===== src/rtl/fft_frame_feeder.sv =====
// Frames a stream of signed audio samples into fixed-length AXI-Stream beats for the FFT core,
// with an input FIFO, tlast marking, backpressure handling and zero-padding of the final frame.
module fft_frame_feeder #(
  parameter int SAMPLE_W   = 8,
  parameter int FRAME_LEN  = 2048,
  parameter int FIFO_DEPTH = 16,
  parameter int CNT_W      = 16
) (
  input  logic                clk_in,
  input  logic                rst_in,
  input  logic                sample_valid_in,
  input  logic [SAMPLE_W-1:0] sample_in,
  input  logic                finish_in,
  output logic [31:0]         m_tdata_out,
  output logic                m_tvalid_out,
  input  logic                m_tready_in,
  output logic                m_tlast_out,
  output logic [CNT_W-1:0]    frame_count_out,
  output logic                overflow_out,
  output logic                busy_out,
  output logic                done_out
);

  localparam int IDX_W = $clog2(FRAME_LEN);
  localparam int PTR_W = $clog2(FIFO_DEPTH);
  localparam logic [IDX_W-1:0] LAST_IDX  = IDX_W'(FRAME_LEN - 1);
  localparam logic [PTR_W:0]   FULL_CNT  = (PTR_W + 1)'(FIFO_DEPTH);

  typedef enum logic [1:0] {
    IDLE   = 2'd0,
    STREAM = 2'd1,
    PAD    = 2'd2,
    DONE   = 2'd3
  } state_t;

  state_t state_reg;

  // Input FIFO storage and pointers
  logic [SAMPLE_W-1:0] mem [FIFO_DEPTH];
  logic [PTR_W-1:0]    wr_ptr_reg;
  logic [PTR_W-1:0]    rd_ptr_reg;
  logic [PTR_W:0]      count_reg;

  // Output beat register and frame bookkeeping
  logic [31:0]      tdata_reg;
  logic             tvalid_reg;
  logic             tlast_reg;
  logic [IDX_W-1:0] idx_reg;
  logic [CNT_W-1:0] frame_count_reg;
  logic             overflow_reg;
  logic             flush_reg;
  logic             done_reg;

  logic                fifo_empty;
  logic                fifo_full;
  logic                xfer;
  logic                load_slot;
  logic                pop;
  logic                push;
  logic                drop;
  logic [IDX_W-1:0]    idx_next;
  logic                load_is_last;
  logic [SAMPLE_W-1:0] rd_data;
  logic [15:0]         rd_real;

  assign fifo_empty   = (count_reg == '0);
  assign fifo_full    = (count_reg == FULL_CNT);
  assign xfer         = tvalid_reg && m_tready_in;
  assign load_slot    = !tvalid_reg || xfer;
  assign pop          = (state_reg == STREAM) && !fifo_empty && load_slot;
  // Samples arriving while padding are discarded without flagging overflow.
  assign push         = sample_valid_in && (state_reg != PAD) && (!fifo_full || pop);
  assign drop         = sample_valid_in && (state_reg != PAD) && fifo_full && !pop;
  // Index of the beat that would be loaded this cycle.
  assign idx_next     = xfer ? idx_reg + IDX_W'(1) : idx_reg;
  assign load_is_last = (idx_next == LAST_IDX);
  assign rd_data      = mem[rd_ptr_reg];

  generate
    if (SAMPLE_W == 16) begin : g_real_full
      assign rd_real = rd_data;
    end else begin : g_real_pad
      assign rd_real = {rd_data, {(16 - SAMPLE_W){1'b0}}};
    end
  endgenerate

  // FIFO storage is left unreset so it maps onto RAM.
  always_ff @(posedge clk_in) begin
    if (push) begin
      mem[wr_ptr_reg] <= sample_in;
    end
  end

  always_ff @(posedge clk_in) begin
    if (!rst_in) begin
      wr_ptr_reg <= '0;
      rd_ptr_reg <= '0;
      count_reg  <= '0;
    end else begin
      if (push) begin
        wr_ptr_reg <= wr_ptr_reg + PTR_W'(1);
      end
      if (pop) begin
        rd_ptr_reg <= rd_ptr_reg + PTR_W'(1);
      end
      case ({push, pop})
        2'b10:   count_reg <= count_reg + (PTR_W + 1)'(1);
        2'b01:   count_reg <= count_reg - (PTR_W + 1)'(1);
        default: count_reg <= count_reg;
      endcase
    end
  end

  always_ff @(posedge clk_in) begin
    if (!rst_in) begin
      state_reg       <= IDLE;
      tdata_reg       <= '0;
      tvalid_reg      <= 1'b0;
      tlast_reg       <= 1'b0;
      idx_reg         <= '0;
      frame_count_reg <= '0;
      overflow_reg    <= 1'b0;
      flush_reg       <= 1'b0;
      done_reg        <= 1'b0;
    end else begin
      done_reg <= 1'b0;
      if (drop) begin
        overflow_reg <= 1'b1;
      end
      if (xfer) begin
        idx_reg <= idx_reg + IDX_W'(1);
        if (tlast_reg) begin
          frame_count_reg <= frame_count_reg + CNT_W'(1);
        end
      end

      case (state_reg)
        IDLE: begin
          if (push || !fifo_empty) begin
            state_reg <= STREAM;
            flush_reg <= flush_reg || finish_in;
          end else if (finish_in && idx_reg == '0) begin
            state_reg <= DONE;
          end
        end

        STREAM: begin
          if (finish_in) begin
            flush_reg <= 1'b1;
          end
          if (load_slot) begin
            if (!fifo_empty) begin
              tdata_reg  <= {rd_real, 16'h0000};
              tvalid_reg <= 1'b1;
              tlast_reg  <= load_is_last;
            end else begin
              tvalid_reg <= 1'b0;
              tlast_reg  <= 1'b0;
            end
          end
          // Everything buffered has left the block; finish the frame or stop.
          if (flush_reg && fifo_empty && !tvalid_reg && !sample_valid_in) begin
            state_reg <= (idx_reg == '0) ? DONE : PAD;
          end
        end

        PAD: begin
          if (load_slot) begin
            if (xfer && tlast_reg) begin
              tvalid_reg <= 1'b0;
              tlast_reg  <= 1'b0;
              state_reg  <= DONE;
            end else begin
              tdata_reg  <= '0;
              tvalid_reg <= 1'b1;
              tlast_reg  <= load_is_last;
            end
          end
        end

        DONE: begin
          done_reg  <= 1'b1;
          flush_reg <= 1'b0;
          state_reg <= IDLE;
        end

        default: state_reg <= IDLE;
      endcase
    end
  end

  assign m_tdata_out     = tdata_reg;
  assign m_tvalid_out    = tvalid_reg;
  assign m_tlast_out     = tlast_reg;
  assign frame_count_out = frame_count_reg;
  assign overflow_out    = overflow_reg;
  assign busy_out        = (state_reg == STREAM) || (state_reg == PAD);
  assign done_out        = done_reg;

endmodule

===== config.mk =====
export PLATFORM = sky130hd
export DESIGN_NAME = fft_frame_feeder
export DESIGN_NICKNAME = d
export VERILOG_FILES = /design/src/rtl/fft_frame_feeder.sv
export SDC_FILE = /design/constraint.sdc
export NUM_CORES = 1
export LEC_CHECK = 0
export ABC_AREA = 1
export CORE_MARGIN = 4
export CORE_UTILIZATION = 50
export DETAILED_ROUTE_END_ITERATION = 12
export PLACE_DENSITY = 0.82
export SETUP_SLACK_MARGIN = 0.02
export SLEW_MARGIN = 5
export SYNTH_ARGS = -nofsm -noshare
export SYNTH_HDL_FRONTEND = slang
export SYNTH_SLANG_ARGS = --single-unit

===== constraint.sdc =====
create_clock -name clk_in -period 2.3 [get_ports clk_in]
set_input_delay 0.69 -clock clk_in [delete_from_list [all_inputs] [get_ports clk_in]]
set_output_delay 0.69 -clock clk_in [all_outputs]
set_load 0.05 [all_outputs]

==> results.cfg <==
[outcome]
outcome = finished, final reports clean

[layout]
post-route-util_pct = 61.2
layout_commonest_cell = nor2_1
largest_register_ff_count = 128
final_cell_mix = nor2_1, edfxtp_1, nand2_1
syn_to_final_growth_pct = 18.6
fin_nets = 926
layout-drive-gt1-share_pct = 14.6
insertedDiodeCount = 0

[synth]
seq_area_frac_synth_pct = 60.9
synth_edf_count = 128
yosysUniqueCellTypes = 46
ys_top_cells_by_area = edfxtp_1, dfxtp_1, nor2_1
yosysTopAreaCell = edfxtp_1
syn_inst = 803
avgSynthCellArea_um2 = 10.3
async_flop_share_pct = 0
netlist.area_leader.share_pct = 46.6
yosys_warnings = 0
synth_seq_cells = 187
ys.flop_type = edfxtp_1
syn_area_mm2 = 0.00825

[sta]
min_period_over_period_pct = 96.5
slew_violations = 0
hold_viol_final = 0
slew_headroom_pct = 52.4
holdWs_ps = 469
layout_min_cycle_time_ps = 2220
timing.final.ws_setup_ps = 80.1
rsz0062_at_grt = no
clock.fmax_mhz = 450
setup_tns_ps = 0
skew_ps = 15.1
worst-slew-pin-transition_ps = 712
setup_viol = 0

[floorplan]
rows = 46
initial_core_util_pct = 51.5
die_w_um = 136
dieArea_mm2 = 0.0186
die_h_um = 136
core-area_mm2 = 0.0160
io_pins = 66

[critical_path]
timing.critical_path.buf_inv = 1
start_kind = flip-flop
crit_type = reg2out
r2r_cells = 11
worst_path_dominant_cell_family = buffers and inverters
required_ps = 1610
endpoint_kind = output port
cp_max_fo = 1
critPathMaxStageDelay_ps = 790
critPathArrivalTime_ps = 1530
regToRegSetupSlack_ps = 210
reg2reg_from = state_reg[1]
r2r-end = mem[5][3]
crit_chain = clkdlybuf4s50_1
crit_path_start = done_out
slowest_stage = clkdlybuf4s50_1

[worst_hold_path]
min_path_cells = 2
hp-start = m_tdata_out[24]
hold-path-endpoint = m_tdata_out[24]
min_path_type = reg2reg

[pwr]
peakVddDrop_v = 0.000799
p_per_area_mw_per_mm2 = 1000
leakage_nw = 3.79

[placement]
post-place-ws_ps = -246
gp_congestion = 0.875
dp_hpwl_um = 12500
io_buffers = 41

[global_routing]
grt_max_degree = 57
grtUsageTotal_pct = 21.1
grt_pass1_wl_um = 30000
antenna_found_initial = 0
grt_pass1_vias = 5930
grt_overflow = 0

[drt]
detail-route-antenna-nets = 0
drt-pass1-iter-count = 5
wire_per_inst_um = 16.4
viasPerCell = 5.38
num_vias = 6069
wirelength_um = 18500
drtIter0Drc = 481
drc_errors = 0

[clock_network]
clock_latency_ps = 430
cts_root_buf = clkbuf_16
numCtsBuffers = 17
postCtsHoldBufs = 0
post_cts_buffers = 0
cts.path.max_buffers = 2
cts_max_level = 4
tritoncts = done
clk_pin_slew_worst_paths_ps = 60
cts.sinks = 187

[run]
maxCapViolations = 0
-- per-layer routing --
layer | share of wire (%) | global-route usage (%) | vias up
li1 | - | - | 2909
met1 | 41 | 26.5 | 2847
met2 | 48 | 34.6 | 266
met3 | 7.5 | 5.11 | 47
met4 | 3.6 | 9.29 | 0
met5 | 0 | 0 | -
-- worst max-delay path by stage --
stage | end | depth (start not counted)
6_report | done_out | 1
5_1_grt | count_reg[4] | 17
4_1_cts | m_tdata_out[29] | 1
3_5_place_dp | mem[5][4] | 10
3_3_place_gp | mem[5][6] | 10
2_1_floorplan | mem[3][0] | 8
-- logic make-up after synthesis --
group / count (synthesis) / synth area share, %
AOI/OAI and AO/OA: 159 / 11.2
muxes: 8 / 0.971
xor gates and xnor gates: 10 / 1.06
adders and majority gates: 14 / 2.12
other: 1 / 0.0455
buffers and inverters: 115 / 6.57
DFF: 187 / 60.9
and+or+nand+nor: 309 / 17.1
-- through the flow --
stage | total power [mW] | instance area (um2) | instances
after floorplan | 5.97 | 8330 | 826
after global placement | 6.88 | 9220 | 1096
after detailed placement | 6.96 | 9220 | 1096
after CTS | 9.81 | 9780 | 1128
after global routing | 10.4 | 9790 | 1128
final | 9.79 | 9790 | 1128
-- power breakdown --
group | switching [mW] | internal (mW) | total, mW
registers | 0.226 | 3.81 | 4.04
clock network | 1.24 | 1.64 | 2.88
logic | 1.90 | 0.967 | 2.87
total | 3.37 | 6.42 | 9.79
-- cells in the mapped netlist, types with 2 or more instances --
cell      count
a21oi_1      33
a31oi_1       3
buf_1         3
buf_2         8
buf_4        24
clkbuf_1     17
dfxtp_1      59
edfxtp_1    128
ha_1         14
inv_1        58
inv_2         4
mux2i_1       8
nand2_1     100
nand2_2       6
nand3_1      31
nand3_2       3
nand3_4       2
nand3b_1      2
nand4_1      10
nor2_1      132
nor2_2        3
nor2_4        6
nor3_1        6
nor4_1        2
o211ai_1     22
o21a_1        3
o21ai_0      79
o21ai_1       3
o21bai_1      2
o22ai_1       8
xor2_1        9
-- layout make-up --
| type | instances | area, um2 |
|---|---|---|
| multi-input combinational | 524 | 2770 |
| timing repair buffer | 107 | 903 |
| clock buffer | 20 | 447 |
| clock inverter | 12 | 135 |
| inverter | 62 | 233 |
| fill | 1307 | 6210 |
| sequential | 187 | 5030 |
| tap | 216 | 270 |
-- repair_timing --
| action | 4_1_cts | 5_1_grt |
|---|---|---|
| resized for setup | 22 | 4 |
| setup endpoints to repair | 22 | 4 |
| pin swaps | 0 | 0 |
Note: power is estimated with default switching activity, not from simulation.
